## src/rtl/latch_bank_arbiter.sv

```systemverilog
// latch_bank_arbiter
//   Round-robin write arbiter and sequencer for a shared 4-entry storage bank.
//   One of four requesters is granted at a time. Its address and data are
//   captured at grant. The bank write enable is then held for HOLD_CYCLES
//   clocks, and a one-cycle ack is pulsed to the winner. Reads are
//   combinational and have no bypass of an in-flight write.
//
// Ports
//   clk      : system clock, rising edge
//   reset_n  : synchronous active-low reset
//   req      : write request, one bit per requester
//   wr_addr  : packed 2-bit target address per requester ([2i+1:2i])
//   wr_data  : packed write data per requester ([WIDTH*(i+1)-1:WIDTH*i])
//   gnt      : one-hot grant, held for the whole transaction
//   ack      : one-cycle completion pulse to the granted requester
//   busy     : high whenever the sequencer is not idle
//   enable   : bank write enable (transparency window)
//   rd_addr  : read address
//   rd_data  : storage[rd_addr], combinational
module latch_bank_arbiter #(
  parameter int WIDTH       = 8,
  parameter int HOLD_CYCLES = 2
) (
  input  logic               clk,
  input  logic               reset_n,
  input  logic [3:0]         req,
  input  logic [7:0]         wr_addr,
  input  logic [4*WIDTH-1:0] wr_data,
  output logic [3:0]         gnt,
  output logic [3:0]         ack,
  output logic               busy,
  output logic               enable,
  input  logic [1:0]         rd_addr,
  output logic [WIDTH-1:0]   rd_data
);

  typedef enum logic [1:0] {
    IDLE  = 2'd0,
    WRITE = 2'd1,
    ACK   = 2'd2
  } state_t;

  state_t           state_r, state_s;
  logic [1:0]       ptr_r, ptr_s;
  logic [3:0]       cnt_r, cnt_s;
  logic [1:0]       idx_r, idx_s;
  logic [1:0]       addr_r, addr_s;
  logic [WIDTH-1:0] data_r, data_s;
  logic [3:0]       gnt_r, gnt_s;
  logic [3:0]       ack_r, ack_s;
  logic             busy_r, busy_s;
  logic             enable_r, enable_s;
  logic             wr_en_s;
  logic [2:0]       pick_s;
  logic [WIDTH-1:0] storage_r [4];

  // Circular search from the pointer. Returns {found, index}. The loop
  // runs from the farthest offset down, so the nearest requester wins.
  function automatic logic [2:0] pick(input logic [3:0] r, input logic [1:0] p);
    logic [2:0] res;
    logic [1:0] c;
    res = 3'b000;
    for (int o = 3; o >= 0; o--) begin
      c = p + o[1:0];
      if (r[c]) begin
        res = {1'b1, c};
      end else begin
        res = res;
      end
    end
    return res;
  endfunction

  // Next-state and next-output logic for the sequencer.
  always_comb begin
    state_s  = state_r;
    ptr_s    = ptr_r;
    cnt_s    = cnt_r;
    idx_s    = idx_r;
    addr_s   = addr_r;
    data_s   = data_r;
    gnt_s    = gnt_r;
    ack_s    = 4'b0000;
    busy_s   = busy_r;
    enable_s = enable_r;
    wr_en_s  = 1'b0;
    pick_s   = pick(req, ptr_r);
    case (state_r)
      IDLE: begin
        if (pick_s[2]) begin
          // Freeze the winner's address and data for the whole transaction.
          idx_s    = pick_s[1:0];
          addr_s   = wr_addr[2*pick_s[1:0] +: 2];
          data_s   = wr_data[WIDTH*pick_s[1:0] +: WIDTH];
          gnt_s    = 4'b0001 << pick_s[1:0];
          cnt_s    = 4'(HOLD_CYCLES - 1);
          busy_s   = 1'b1;
          enable_s = 1'b1;
          state_s  = WRITE;
        end else begin
          gnt_s    = 4'b0000;
          busy_s   = 1'b0;
          enable_s = 1'b0;
        end
      end
      WRITE: begin
        // The entry is reloaded on every edge while in WRITE.
        wr_en_s = 1'b1;
        if (cnt_r == 4'd0) begin
          state_s  = ACK;
          enable_s = 1'b0;
          ack_s    = gnt_r;
        end else begin
          cnt_s = cnt_r - 4'd1;
        end
      end
      ACK: begin
        // The winner drops to lowest priority for the next arbitration.
        state_s = IDLE;
        gnt_s   = 4'b0000;
        busy_s  = 1'b0;
        ptr_s   = idx_r + 2'd1;
      end
      default: begin
        state_s  = IDLE;
        gnt_s    = 4'b0000;
        busy_s   = 1'b0;
        enable_s = 1'b0;
      end
    endcase
  end

  // Sequencer state and registered outputs.
  always_ff @(posedge clk) begin
    if (!reset_n) begin
      state_r  <= IDLE;
      ptr_r    <= 2'd0;
      cnt_r    <= 4'd0;
      idx_r    <= 2'd0;
      addr_r   <= 2'd0;
      data_r   <= '0;
      gnt_r    <= 4'b0000;
      ack_r    <= 4'b0000;
      busy_r   <= 1'b0;
      enable_r <= 1'b0;
    end else begin
      state_r  <= state_s;
      ptr_r    <= ptr_s;
      cnt_r    <= cnt_s;
      idx_r    <= idx_s;
      addr_r   <= addr_s;
      data_r   <= data_s;
      gnt_r    <= gnt_s;
      ack_r    <= ack_s;
      busy_r   <= busy_s;
      enable_r <= enable_s;
    end
  end

  // Storage bank. Reset wins over an in-flight write.
  always_ff @(posedge clk) begin
    if (!reset_n) begin
      for (int i = 0; i < 4; i++) begin
        storage_r[i] <= '0;
      end
    end else if (wr_en_s) begin
      storage_r[addr_r] <= data_r;
    end else begin
      storage_r[addr_r] <= storage_r[addr_r];
    end
  end

  assign gnt     = gnt_r;
  assign ack     = ack_r;
  assign busy    = busy_r;
  assign enable  = enable_r;
  assign rd_data = storage_r[rd_addr];

endmodule

```

## config.mk

```make
export PLATFORM = sky130hd
export DESIGN_NAME = latch_bank_arbiter
export DESIGN_NICKNAME = d
export VERILOG_FILES = /design/src/rtl/latch_bank_arbiter.sv
export SDC_FILE = /design/constraint.sdc
export NUM_CORES = 1
export LEC_CHECK = 0
export ABC_AREA = 1
export CORE_UTILIZATION = 44
export DETAILED_ROUTE_END_ITERATION = 16
export PLACE_DENSITY = 0.7
export SLEW_MARGIN = 5
export SYNTH_ARGS = -nofsm -noshare
export SYNTH_HDL_FRONTEND = slang
export SYNTH_SLANG_ARGS = --single-unit
export TNS_END_PERCENT = 100
```

## constraint.sdc

```tcl
create_clock -name clk -period 2.4 [get_ports clk]
set_input_delay 0.48 -clock clk [delete_from_list [all_inputs] [get_ports clk]]
set_output_delay 0.48 -clock clk [all_outputs]
set_load 0.01 [all_outputs]
```

* Word-level counts from Yosys, hierarchy flattened
Memories as Yosys holds them, arrays and structs flattened. Cells that the tools add are included.
Word-level totals: register bits 30, RAM bits 32, bits of input ports 48, output and inout bits 18, word-level logic and storage cells 77, memories kept 1
Memories:
- storage_r | words 4, width 8, rd ports 1, clocked after memory_dff 0, write ports 4, RTL line 55 | logic [WIDTH-1:0] storage_r [4];
Cells by class: add/sub/neg operators 5, order comparisons 4, equal/unequal tests 6, shift-type cells 3, multiplexer cells 36, bitwise operators 2, reductions and logical operators 10
Operators with widths (number):
- 32-bit by 6-bit variable part select with 8-bit output | 1
- 8-bit 2-to-1 mux | 2
- 4-bit one-hot mux with 2 select lines | 2
- 1-bit 2-to-1 mux | 15
- 2-bit by 3-bit < comparator with 1-bit output (second input constant) | 4
- 3-bit 2-to-1 mux | 4
- 4-bit 2-to-1 mux | 3
- 1-bit binary-select mux with 2-bit select | 4
- 2-bit AND reduction | 4
- 8-bit OR reduction | 1
- 8-bit by 4-bit variable part select with 2-bit output | 1
- 2-bit 2-to-1 mux | 3
- 2-bit inequality test (second input constant) | 3
- 3-bit AND reduction | 2
- 2-bit by 1-bit adder with 2-bit output (second input constant) | 2
- 2-bit adder (second input constant) | 2
- 4-bit logical NOT | 1
- 2-bit one-hot mux with 2 select lines | 1
- 1-bit by 2-bit << shifter with 4-bit output (first input constant) | 1
- 4-bit by 1-bit subtractor with 4-bit output (second input constant) | 1
- 1-bit one-hot mux with 3 select lines | 1
- 2-bit by 1-bit == test with 1-bit output (second input constant) | 1
- 2-bit == test (second input constant) | 1
- 2-bit logical NOT | 1
- other kinds (5) | 5

* Depth between registers and ports, before layout
Gate-level depths: netlist of the first run.
depth in word-level cells 10, gate-level depth with buffers 16, gate-level depth less buffers 14

* Worst setup path before layout of the first run
No wires, ideal clock.
path type input-to-reg, start point input reset_n, end point memory storage_r[0][0] (enable), library setup time 329 ps, data arrival time 1476 ps, required time 2071 ps, slack 596 ps, stages 6, path buffers 0, cells stage by stage clkinv_1 > nor2_1 > inv_1 > nor2_1 > nand2_1 > nand2_1
RTL lines:
- start, declared | RTL line 25 | input logic reset_n,
- end, declared | RTL line 55

* Worst setup path after layout of the first run
start point input rd_addr[0], end point output rd_data[4]
On the way: cells in the longest elaborated chain, start to end 1
Ends and longest elaborated chain:
- start, declared | RTL line 33 | input logic [1:0] rd_addr,
- memory read 4 x 8 bit
- end, declared | RTL line 34 | output logic [WIDTH-1:0] rd_data
No other way between the ends.

==> results_tabular.tex, run 1 <==
\begin{tabular}{lr}
\hline
Metric & Value \\
\hline
\multicolumn{2}{l}{\textbf{Drt}} \\
Number of vias in the routed layout & 2814 \\
Vias per Instance & 4.80 \\
Antenna-violating nets left & 0 \\
Number of DRC markers in iteration 0 & 134 \\
Drt first pass iters & 4 \\
Detailed Route WL & 7120 um \\
Detailed-route wire length per cell & 12.2 um \\
Remaining design rule violation count & 0 \\
\multicolumn{2}{l}{\textbf{Synth}} \\
Dominant register cell in the synthesized netlist & sky130\_fd\_sc\_hd\_\_edfxtp\_1 \\
Sequential element share of the synthesized area & 49.1\% \\
Count of flip-flops with a built-in enable after synthesis & 32 \\
Synth warnings & 0 \\
Synthesized net count & 454 \\
Cells after Synth & 404 \\
Flop and latch count out of synthesis & 62 \\
Post-Syn Area per Cell & 7.87 um\^{}2 \\
Async S/R FF share, synth & 0\% \\
Netlist cell types & 32 \\
Synth Cell Area & 3180 um\^{}2 \\
\multicolumn{2}{l}{\textbf{Finish}} \\
Filler-free cell count of the finished design & 586 \\
Layout cells sized above 1 & 11.4\% \\
Post-Route Utilization & 60.4\% \\
Area overhead of the layout relative to synthesis & 30.6\% \\
Number of diodes & 0 \\
Count of nets after finishing & 535 \\
\multicolumn{2}{l}{\textbf{Worst setup path}} \\
Required time of the critical path & 1.92 ns \\
Endpoint of the worst-slack reg-to-reg timing path & cnt\_r[3] \\
Critical path's largest stage delay & 0.52 ns \\
Type of the worst setup path & primary input to primary output \\
Number of cells on the critical path & 6 \\
Worst-path cell chain & clkdlybuf4s50\_1 > inv\_1 > buf\_4 > o21ai\_0 > o22ai\_1 > dlygate4sd2\_1 \\
Startpoint class of the critical path & primary input \\
Cell with the largest stage delay on the worst path & sky130\_fd\_sc\_hd\_\_clkdlybuf4s50\_1 \\
Critical register-to-register path startpoint & ptr\_r[0] \\
Worst Path Buf+Inv & 4 \\
Crit. End Element & primary output \\
Reg2reg path depth & 11 \\
Flop-to-flop setup slack & 0.33 ns \\
Worst Path Max Fanout & 8 \\
Critical Path Source & rd\_addr[0] \\
Cell class contributing the biggest share of worst-path delay & buffers and inverters \\
Data arrival time at the worst-slack endpoint & 1.81 ns \\
\multicolumn{2}{l}{\textbf{Clocking}} \\
Buffer count from post-CTS setup fixing & 0 \\
H-Tree Depth & 3 \\
Max Buffers Root-to-Sink & 2 \\
Clock transition at the registers of the reported paths & 0.06 ns \\
Total CTS buffers & 9 \\
Post-CTS Hold Fix Bufs & 0 \\
Worst-Skew Late Latency & 0.34 ns \\
TritonCTS clock tree & done \\
Cell at the root of the clock tree & sky130\_fd\_sc\_hd\_\_clkbuf\_8 \\
Number of clock sinks & 62 \\
\multicolumn{2}{l}{\textbf{Die}} \\
Number of placement rows & 30 \\
DIE HEIGHT & 87.0 um \\
Die Outline Area & 7570 um\^{}2 \\
Ports placed on the boundary & 66 \\
Floorplan die width & 87.0 um \\
Area inside the core boundary & 6870 um\^{}2 \\
Starting utilization of the core area & 46.3\% \\
\multicolumn{2}{l}{\textbf{Min path}} \\
Worst hold path startpoint & gnt[2] \\
Worst hold path cell count & 2 \\
Path type of the worst min-delay path & flop to flop \\
Min-Delay Endpoint & ack[2] \\
\multicolumn{2}{l}{\textbf{STA}} \\
Slew margin rel. & 64.3\% \\
Slew Limit Fails & 0 \\
Min Tclk post-route & 2.29 ns \\
Smallest setup slack after layout & 0.113 ns \\
RSZ-0062 raised after global routing & false \\
Worst clock skew on the final layout & 0.00682 ns \\
Final hold violations & 0 \\
Final cycle utilization of the critical path & 95.3\% \\
Hold Slack & 0.450 ns \\
Final setup violation count & 0 \\
Maximum operating frequency & 437 MHz \\
Slew at the pin closest to its max-slew limit & 0.535 ns \\
\multicolumn{2}{l}{\textbf{Power and ir drop}} \\
Overall power consumption & 3.21 mW \\
Pwr Density & 773 nW/um\^{}2 \\
Reported leakage power & 1.78 nW \\
Peak ir drop on the vdd network & 0.301 mV \\
\multicolumn{2}{l}{\textbf{Global route}} \\
First-pass GRT wire length & 12500 um \\
Number of global-route vias before repair & 2726 \\
Total overflow reported by the global router & 0 \\
Largest net degree at the start of global routing & 28 \\
Antenna violations before repair & 0 \\
GR Util All Layers & 21.6\% \\
\multicolumn{2}{l}{\textbf{Job}} \\
Max\_cap viols & 0 \\
\multicolumn{2}{l}{\textbf{Placement}} \\
Final Wtd Congestion & 0.877 \\
Number of cells after detailed placement & 570 \\
Post-detail-place hpwl & 5430 um \\
Post-placement worst setup slack & -0.166 ns \\
Number of port buffers & 65 \\
\multicolumn{2}{l}{\textbf{Run status}} \\
Outcome & completed \\
\hline
\end{tabular}
metrics by stage:
stage / setup TNS [ns] / area [um^2]
after floorplan: 0 / 3180
after global placement: -0.687 / 3980
after detailed placement: -1.01 / 3980
after CTS: 0 / 4150
after global routing: 0 / 4150
final: 0 / 4150
power by group:
part           total (mW)  internal, mW  switching (mW)  leakage (nW)
clock network       0.852         0.471           0.381        0.0884
logic                1.01         0.392           0.619          1.12
registers            1.35          1.27          0.0823         0.578
total                3.21          2.13            1.08          1.78
routing by layer:
layer  global-route usage [%]  part of all wire (%)  vias up
met5                        0                     0        -
met4                     11.1                   1.9        0
met3                     5.12                   6.4       16
met2                     32.7                    46      102
met1                     28.8                    46     1230
li1                         -                     -     1466
registers in the layout, summed over array words and instances, names as in the netlist:
signal	cells
cnt_r	4
enable	1
state_r	2
ptr_r	2
addr_r	2
data_r	8
idx_r	2
ack	4
busy	1
storage_r	32
gnt	4
cells in the mapped netlist (2+ instances only):
| cell | number | share of area (%) |
|---|---|---|
| sky130_fd_sc_hd__a21oi_1 | 5 | 0.79 |
| sky130_fd_sc_hd__buf_6 | 3 | 1.1 |
| sky130_fd_sc_hd__clkbuf_1 | 4 | 0.47 |
| sky130_fd_sc_hd__clkbuf_8 | 2 | 0.87 |
| sky130_fd_sc_hd__dfxtp_1 | 30 | 19 |
| sky130_fd_sc_hd__edfxtp_1 | 32 | 30 |
| sky130_fd_sc_hd__ha_1 | 2 | 0.79 |
| sky130_fd_sc_hd__inv_1 | 44 | 5.2 |
| sky130_fd_sc_hd__inv_2 | 4 | 0.47 |
| sky130_fd_sc_hd__nand2_1 | 89 | 11 |
| sky130_fd_sc_hd__nand2_2 | 10 | 2.0 |
| sky130_fd_sc_hd__nand2_4 | 2 | 0.71 |
| sky130_fd_sc_hd__nand3_1 | 28 | 4.4 |
| sky130_fd_sc_hd__nand3_2 | 3 | 0.94 |
| sky130_fd_sc_hd__nand3_4 | 2 | 1.1 |
| sky130_fd_sc_hd__nand3b_1 | 6 | 1.4 |
| sky130_fd_sc_hd__nand4_1 | 4 | 0.79 |
| sky130_fd_sc_hd__nor2_1 | 81 | 9.6 |
| sky130_fd_sc_hd__nor2_2 | 2 | 0.39 |
| sky130_fd_sc_hd__nor3_1 | 2 | 0.31 |
| sky130_fd_sc_hd__o21ai_0 | 30 | 4.7 |
| sky130_fd_sc_hd__o22ai_1 | 9 | 1.8 |
final cells by class:
| class | instances | area, um^2 |
|---|---|---|
| Clock buffer | 11 | 131 |
| Timing Repair Buffer | 80 | 752 |
| Clock inverter | 5 | 50.0 |
| Sequential cell | 62 | 1560 |
| Multi-Input combinational cell | 282 | 1340 |
| Inverter | 50 | 193 |
| Tap cell | 96 | 120 |
| Fill cell | 630 | 2720 |
kinds of logic (layout without fill, tap and decap cells):
group / count (synthesis) / in the layout / synth area share [%]
compound gates: 47 / 47 / 8.26
xor+xnor: 2 / 2 / 0.551
fa+ha+maj: 2 / 2 / 0.787
buf+inv: 60 / 146 / 8.62
flops: 62 / 62 / 49.1
simple gates: 231 / 231 / 32.7
what timing repair did:
item,CTS,global route
hold endpoints to repair,0,0
gates resized for setup,11,0
endpoints found under the setup margin,8,0
worst reg2reg max path, cell delays in order (launching register included):
cell and delay, ns:
sky130_fd_sc_hd__dfxtp_1 0.66, sky130_fd_sc_hd__inv_6 0.09, sky130_fd_sc_hd__nand2_4 0.07, sky130_fd_sc_hd__nand2_2 0.06, sky130_fd_sc_hd__nor2_1 0.16, sky130_fd_sc_hd__nand3_1 0.13
sky130_fd_sc_hd__nand2_2 0.14, sky130_fd_sc_hd__inv_2 0.11, sky130_fd_sc_hd__nor2_1 0.29, sky130_fd_sc_hd__o21ai_0 0.13, sky130_fd_sc_hd__nand2_1 0.07, sky130_fd_sc_hd__nor2_1 0.03
cell usage in the layout (no fill, tap or decap), drive strengths merged:
cell type and n:
clkbuf 11, o22ai 9, bufinv 1, nor3 2
nand3 33, edfxtp 32, a21oi 6, dlygate4sd2 9
o21ai 31, nor2 84, xnor2 1, clkdlybuf4s50 56
dfxtp 30, clkinv 4, nand4 4, nand2 101
nand3b 6, ha 2, xor2 1, clkinvlp 1
inv 49, a31oi 1, or2 1, buf 15
worst max path at each step:
stage / endpoint
after floorplan: storage_r[0][0]
after global placement: rd_data[7]
after detailed placement: rd_data[4]
after CTS: rd_data[4]
after global routing: rd_data[3]
final: rd_data[4]
Note: power is estimated with default switching activity, not from simulation.
==> run 2, diff against run 1 <==
Settings changed: SLEW_MARGIN 5 to not set.
==> results of run 2 <==
No change in the layout: final DEF, timing and power equal those of run 1.
==> run 3, diff against run 2 <==
Settings changed: CTS_CLUSTER_DIAMETER set to 40, SLEW_MARGIN set to 5.
==> results of run 3 <==
No change in the layout: final DEF, timing and power equal those of run 1.
